`src/rtl/seven_seg_scan_decoder.sv`:
```
// Purpose: decodes a multiplexed active-low 4-digit 7-segment scan back into the 16-bit value shown (optional DP capture: SEG_DP_CAPTURE_EN).
// Latency: 2-cycle input sync + SETTLE_CYCLES stable samples per digit; value_valid 1 cycle after the final digit capture.
// Backpressure: none; passive monitor, value_valid is a single-cycle pulse with no ready.
module seven_seg_scan_decoder #(
    parameter int SETTLE_CYCLES  = 16,
    parameter int TIMEOUT_CYCLES = 2_000_000
) (
    input  logic        clk,
    input  logic        rst_n,
    input  logic [3:0]  an_n,
    input  logic [6:0]  seg_n,
    input  logic        dp_n,
    output logic [15:0] value,
    output logic        value_valid,
    output logic [3:0]  dp_out,
    output logic        bad_glyph,
    output logic        stalled
);

    localparam int SCW = $clog2(SETTLE_CYCLES + 1);
    localparam int TCW = $clog2(TIMEOUT_CYCLES + 1);

    typedef enum logic [1:0] {IDLE, SETTLE, HOLD} state_t;

    // Sample word is {an_n, seg_n, dp}; with DP capture off the DP slot is a
    // constant 1 so dp_n never disturbs the stability compare.
`ifdef SEG_DP_CAPTURE_EN
    localparam int SW = 12;
    logic [SW-1:0] raw;
    assign raw = {an_n, seg_n, dp_n};
`else
    localparam int SW = 11;
    logic [SW-1:0] raw;
    logic          unused_dp;
    assign raw       = {an_n, seg_n};
    assign unused_dp = dp_n;
`endif

    logic [SW-1:0] sync1, sync2;
    logic [11:0]   samp;
    logic [11:0]   ref_s;
    logic [11:0]   next_ref;
    state_t        state, next_state;
    logic [SCW-1:0] stable_cnt, next_cnt;
    logic          capture;
    logic          reeval;
    logic          selectable;
    logic [4:0]    dec;
    logic [3:0]    cap_dig;
    logic          cap_ok, cap_bad;
    logic [3:0][3:0] nib;
    logic [3:0]    seen_mask;
    logic          frame;
    logic [TCW-1:0] idle_cnt;

    // Two-flop synchronizer; idles as "all lines dark"
    always_ff @(posedge clk or negedge rst_n) begin
        if (!rst_n) begin
            sync1 <= '1;
            sync2 <= '1;
        end else begin
            sync1 <= raw;
            sync2 <= sync1;
        end
    end

`ifdef SEG_DP_CAPTURE_EN
    assign samp = sync2;
`else
    assign samp = {sync2, 1'b1};
`endif

    // A sample can only belong to a digit when exactly one anode is driven
    always_comb begin
        selectable = 1'b0;
        case (samp[11:8])
            4'b1110, 4'b1101, 4'b1011, 4'b0111: selectable = 1'b1;
            default:                            selectable = 1'b0;
        endcase
    end

    // Hex glyph lookup on lit segments (g..a); bit 4 flags a match
    function automatic logic [4:0] decode(input logic [6:0] lit);
        case (lit)
            7'h3F: decode = 5'h10;
            7'h06: decode = 5'h11;
            7'h5B: decode = 5'h12;
            7'h4F: decode = 5'h13;
            7'h66: decode = 5'h14;
            7'h6D: decode = 5'h15;
            7'h7D: decode = 5'h16;
            7'h07: decode = 5'h17;
            7'h7F: decode = 5'h18;
            7'h6F: decode = 5'h19;
            7'h77: decode = 5'h1A;
            7'h7C: decode = 5'h1B;
            7'h39: decode = 5'h1C;
            7'h5E: decode = 5'h1D;
            7'h79: decode = 5'h1E;
            7'h71: decode = 5'h1F;
            default: decode = 5'h00;
        endcase
    endfunction

    // Settle FSM state register
    always_ff @(posedge clk or negedge rst_n) begin
        if (!rst_n) begin
            state      <= IDLE;
            stable_cnt <= '0;
            ref_s      <= '1;
        end else begin
            state      <= next_state;
            stable_cnt <= next_cnt;
            ref_s      <= next_ref;
        end
    end

    // Next state: any change of sample restarts as if from IDLE in the same cycle
    always_comb begin
        next_state = state;
        next_cnt   = stable_cnt;
        next_ref   = ref_s;
        capture    = 1'b0;
        reeval     = 1'b0;
        case (state)
            SETTLE: begin
                if (samp != ref_s) begin
                    reeval = 1'b1;
                end else if (stable_cnt == SCW'(SETTLE_CYCLES - 1)) begin
                    capture    = 1'b1;
                    next_state = HOLD;
                end else begin
                    next_cnt = stable_cnt + SCW'(1);
                end
            end
            HOLD: begin
                if (samp != ref_s) begin
                    reeval = 1'b1;
                end
            end
            default: reeval = 1'b1;
        endcase
        if (reeval) begin
            if (selectable) begin
                next_state = SETTLE;
                next_cnt   = SCW'(1);
                next_ref   = samp;
            end else begin
                next_state = IDLE;
                next_cnt   = '0;
            end
        end
    end

    assign dec     = decode(~ref_s[7:1]);
    assign cap_dig = ~ref_s[11:8];
    assign cap_ok  = capture & dec[4];
    assign cap_bad = capture & ~dec[4];
    assign frame   = (seen_mask == 4'hF);

    // Digit capture, frame assembly and sticky glyph error
    always_ff @(posedge clk or negedge rst_n) begin
        if (!rst_n) begin
            nib         <= '0;
            seen_mask   <= '0;
            value       <= '0;
            value_valid <= 1'b0;
            bad_glyph   <= 1'b0;
        end else begin
            value_valid <= frame;
            if (frame) begin
                value <= nib;
            end
            seen_mask <= (frame ? 4'h0 : seen_mask) | (cap_ok ? cap_dig : 4'h0);
            for (int i = 0; i < 4; i++) begin
                if (cap_ok && cap_dig[i]) begin
                    nib[i] <= dec[3:0];
                end
            end
            if (cap_bad) begin
                bad_glyph <= 1'b1;
            end
        end
    end

    // Saturating cycles-since-capture counter drives stalled
    always_ff @(posedge clk or negedge rst_n) begin
        if (!rst_n) begin
            idle_cnt <= '0;
        end else if (cap_ok) begin
            idle_cnt <= '0;
        end else if (idle_cnt != TCW'(TIMEOUT_CYCLES)) begin
            idle_cnt <= idle_cnt + TCW'(1);
        end
    end

    assign stalled = (idle_cnt == TCW'(TIMEOUT_CYCLES));

`ifdef SEG_DP_CAPTURE_EN
    logic [3:0] dp_pend;

    // DP state rides with each capture and is published with the frame
    always_ff @(posedge clk or negedge rst_n) begin
        if (!rst_n) begin
            dp_pend <= '0;
            dp_out  <= '0;
        end else begin
            for (int i = 0; i < 4; i++) begin
                if (cap_ok && cap_dig[i]) begin
                    dp_pend[i] <= ~ref_s[0];
                end
            end
            if (frame) begin
                dp_out <= dp_pend;
            end
        end
    end
`else
    assign dp_out = 4'h0;
`endif

endmodule

```
`config.mk`:
```
export PLATFORM = sky130hd
export DESIGN_NAME = seven_seg_scan_decoder
export DESIGN_NICKNAME = d
export VERILOG_FILES = /design/src/rtl/seven_seg_scan_decoder.sv
export SDC_FILE = /design/constraint.sdc
export NUM_CORES = 1
export LEC_CHECK = 0
export CAP_MARGIN = 25
export CORE_MARGIN = 1.5
export CORE_UTILIZATION = 40
export DETAILED_ROUTE_END_ITERATION = 16
export GPL_ROUTABILITY_DRIVEN = 0
export PLACE_DENSITY_LB_ADDON = 0.15
export SKIP_CTS_REPAIR_TIMING = 1
export SYNTH_ARGS = -nofsm -noshare
export SYNTH_HDL_FRONTEND = slang
export SYNTH_SLANG_ARGS = --single-unit
```
`constraint.sdc`:
```
create_clock -name clk -period 2.71 [get_ports clk]
set_input_delay 0.6775 -clock clk [delete_from_list [all_inputs] [get_ports clk]]
set_output_delay 0.6775 -clock clk [all_outputs]
set_load 0.03 [all_outputs]
```
; Yosys cells after proc, flatten, opt, wreduce, memory -nomap -nowiden
; Cells that the tools add are included.
[word_totals]
reg_bits = 99
in_bits = 14
[classes]
addsub = 2
eq_ne = 29
mux = 21
n_bitwise = 6
reduce_logical = 12
[op_table]
columns = operator, n
row1 = $eq 7x7->1 const B, 12
row2 = $pmux 5 s16, 1
row3 = $mux 21, 2
row4 = $add 21x1->21 const B, 1
row5 = $eq 21x21->1 const B, 1
row6 = $ne 21x21->1 const B, 1
row7 = $mux 5, 4
row8 = $eq 4x4->1 const B, 4
row9 = $eq 7x3->1 const B, 2
row10 = $eq 7x6->1 const B, 2
row11 = $ne 11x11->1, 1
row12 = $mux 1, 8
row13 = $mux 2, 4
row14 = $mux 4, 2
row15 = $not 7->7, 1
row16 = $reduce_and 3->1, 2
row17 = $reduce_bool 2->1, 3
row18 = $add 5x1->5 const B, 1
row19 = $eq 5x4->1 const B, 1
row20 = $eq 4x3->1 const B, 1
row21 = $logic_and 1x1->1, 4
row22 = $ne 2x2->1 const B, 2
row23 = $not 4->4, 1
row24 = $or 4x4->4, 1
row25 = 7 further kinds, 8

; Longest topological paths before layout
; Gate-level depths: netlist of run 1.
[depth]
ltp_word = 7
depth_mapped = 8

; Worst setup path after synthesis of run 1
; OpenSTA, ideal clock, no wires.
[synth_path]
kind = reg-to-output
startpoint = reg idle_cnt[14]
endpoint = out stalled
arrival_time_ps = 2104
required_ps = 2033
setup_slack_ps = -72
stages_incl_launch_ff = 4
path_buffers = 0
cell_sequence = dfrtp_1 nor4b_1 nand4_1 nor4_1
[synth_between]
elab_chain_len = 1
[synth_lines]
columns = element, line_no
row1 = from (decl), 54  ; logic [TCW-1:0] idle_cnt;
row2 = from (signal assigned), 193  ; idle_cnt <= idle_cnt + TCW'(1);
row3 = $eq 21x21->1, 197  ; assign stalled = (idle_cnt == TCW'(TIMEOUT_CYCLES));
row4 = to (decl), 17  ; output logic stalled
; Every way passes these cells.

; Worst setup path after layout of run 1
; Same ends and word-level chain as after synthesis.

==> results of run 1 <==
## sequential cells by signal, summed over array words and instances (netlist names), 4 cells and up
| name | flops |
|---|---|
| ref_s | 11 |
| stable_cnt | 5 |
| nib | 16 |
| sync1 | 11 |
| idle_cnt | 21 |
| value | 16 |
| seen_mask | 4 |
| sync2 | 11 |
## critical path, cell delays in order (launching register included)
cell and delay (ns):
dfrtp_1 0.45, nor4b_2 0.32, nand4_1 0.19, nor4_2 0.33, buf_4 0.21
## layout by cell type, fill, tap and decap left out, types with 2 or more instances in the layout
cell             count
or3b_2               2
nand3_1             10
nor3_1               7
nand2_1             73
nand4_1              9
xnor2_1             25
o211ai_4             4
dfrtp_1             66
o21a_1               2
a21oi_1              6
and3_1               4
clkdlybuf4s50_1     29
clkinv_2             2
or3_1                2
nor2_1              32
conb_1               4
dfstp_2             33
and4_1               2
o21ai_0              2
nor4bb_1             3
a211oi_1             2
xor2_1              10
nand2b_1             3
inv_1                9
clkbuf_8            10
buf_4               13
mux2_1              18
or4_1                2
nor4_1               3
mux2i_1              3
nor4b_1              2
mux2_2               9
ha_1                 5
## logic make-up after synthesis
family          share of synthesized area [%]
compound gates                           5.42
xor+xnor                                 6.88
fa+ha+maj                                1.40
buf+inv                                  3.90
flops                                    56.5
mux                                      7.50
other cells                            0.0841
simple gates                             18.3
## worst max path at each step
stage	start	to	slack, ns	cells past startpoint
6_report	idle_cnt[14]	stalled	0.17	4
2_1_floorplan	idle_cnt[14]	stalled	0.37	3
3_5_place_dp	ref_s[4]	nib[8]	0.28	6
3_3_place_gp	ref_s[4]	nib[11]	0.31	6
5_1_grt	idle_cnt[14]	stalled	0.01	4
4_1_cts	idle_cnt[14]	stalled	0.1	4
## power groups by stage
stage	clock network [mW]	logic (mW)	registers (mW)
finish	0.987	0.320	1.69
global route	1.11	0.358	1.71
CTS	1.03	0.330	1.69
detailed placement	0	0.328	1.72
global placement	0	0.322	1.71
floorplan	0	0.314	1.64
## metal layers
layer  track usage, %  share of wire, %
met5                0                 0
met1             19.6                50
met2             21.8                44
met3             3.44               3.6
met4             6.20               1.8
## area by class of cell
cell class | count | share of cell area [%]
Clock buffer | 12 | 3.24
Clock inverter | 4 | 0.901
Inverter | 10 | 0.730
Multi-Input combinational cell | 267 | 34.8
Sequential cell | 99 | 49.0
Tap cell | 140 | 3.41
Timing Repair Buffer | 43 | 7.94
## per-stage QoR
stage,setup slack (ns),cells,hold slack (ns),area (µm²),utilization (%)
finish,0.166,575,0.309,5140,47.4
global placement,0.312,559,0.347,4920,45.4
CTS,0.0964,575,0.318,5130,47.4
detailed placement,0.279,559,0.347,4920,45.4
global route,0.00993,575,0.323,5140,47.4
floorplan,0.374,399,0.345,4470,-
==> impl_metrics.py, run 1 <==
metrics = {
    "drt": {
        "dr_total_vias": 2758,
        "via_per_inst": 4.80,
        "post_drt_wl_per_cell_um": 12.9,
        "dr.pass1.iters": 4,
        "drtIter0Drc": 160,
        "wirelength_um": 7410,
        "drc_errors": 0,
        "antenna_left": 0,
    },
    "floorplanning": {
        "core_um2": 10800,
        "row_count": 38,
        "dieArea_um2": 11800,
        "die_w_um": 109,
        "dieHeight_um": 109,
        "start_util_pct": 41.1,
        "ios": 37,
    },
    "yosys": {
        "synth-edff-count": 0,
        "avgSynthCellArea_um2": 11.3,
        "yosysTopAreaCell": "dfrtp_1",
        "yosys_warnings": 0,
        "ys_ff_latch": 99,
        "yosysMostFrequentCell": "nand2_1",
        "synthesis.instances": 396,
        "synthArstFlopShare_pct": 100,
        "synth-main-ff-cell": "dfrtp_1",
        "synth_cell_types": 56,
        "yosys-top-cells-count": "73 x nand2_1, 66 x dfrtp_1, 33 x dfstp_2, 32 x nor2_1, 25 x xnor2_1",
        "synth.area.top_cells": "dfrtp_1 37%, dfstp_2 19%, nand2_1 6.1%",
        "syn_area_um2": 4460,
        "synth_top_area_share_pct": 37.1,
        "ys_seq_area_share_pct": 56.5,
    },
    "finish": {
        "fillerInstances": 1038,
        "area_delta_synth_final_pct": 15.3,
        "final_layout_size_suffix_gt1_share_pct": 18.9,
        "fin_nets": 449,
        "diodes": 0,
        "multi_input_area_um2": 1790,
        "regArea_um2": 2520,
    },
    "run": {
        "cap_violations": 0,
    },
    "setup_path": {
        "crit_path_end_kind": "output pin",
        "worstReg2RegStart": "ref_s[4]",
        "timing.setup.critical_path_class": "reg -> out",
        "reg2reg_depth": 6,
        "crit_arrival_ns": 1.87,
        "critPathRequiredTime_ns": 2.03,
        "cp-start-kind": "flip-flop",
        "r2r_end": "nib[0]",
        "worst-r2r-setup-slack_ns": 0.28,
        "critPathMaxFanout": 5,
    },
    "global_route": {
        "grt_overflow": 0,
        "grt_max_degree": 46,
        "grt_pass1_vias": 2718,
        "grt_first_pass_wirelength_um": 13100,
        "grt_use_total_pct": 14.4,
        "antenna_found_initial": 0,
    },
    "power": {
        "p_int_mw": 2.24,
        "power.leakage_nw": 2.29,
        "p_switching_mw": 0.757,
        "power_frac_clock_pct": 32.9,
        "combPwrFrac_pct": 10.7,
        "total_power_mw": 3.00,
        "vdd_drop_max_v": 0.000269,
        "switching_share_pct": 25.2,
        "power_density_nw_per_um2": 583,
        "seqPwrFrac_pct": 56.4,
    },
    "sta": {
        "slew_viol_final": 0,
        "finalSetupViolations": 0,
        "grt_setup_unrepaired": "no",
        "max_slew_margin_pct": 60.6,
        "min_period_over_period_pct": 93.9,
        "finalSetupTns_ns": 0,
        "fmax_ghz": 0.393,
        "tightest_slew_ns": 0.591,
        "min_period_ns": 2.54,
        "hold_viol_final": 0,
        "finClkSkew_ns": 0.0104,
    },
    "cts": {
        "h-tree-depth": 3,
        "root_buffer": "clkbuf_8",
        "tritoncts": "done",
        "cts_buffers": 9,
        "cts.sinks": 99,
        "clk_latency_ns": 0.36,
        "cts_buffer_depth": 2,
        "clkSlewWorstSetupHoldPaths_ns": 0.09,
    },
    "min_path": {
        "hold_path_class": "in -> async",
    },
    "place": {
        "detailed_place_hpwl_um": 5190,
        "io_buffer_count": 31,
    },
    "run_status": {
        "status": "finished, final reports clean",
    },
}
Power figures use the tool's default switching activity.
==> run 2, diff against run 1 <==
--- a/config.mk
+++ b/config.mk
@@ -5,7 +5,7 @@
 export SDC_FILE = /design/constraint.sdc
 export NUM_CORES = 1
 export LEC_CHECK = 0
-export CAP_MARGIN = 25
+export CAP_MARGIN = 0
 export CORE_MARGIN = 1.5
 export CORE_UTILIZATION = 40
 export DETAILED_ROUTE_END_ITERATION = 16
==> results of run 2 <==
Same layout as run 1: the final DEF is identical, and so are final timing and power.
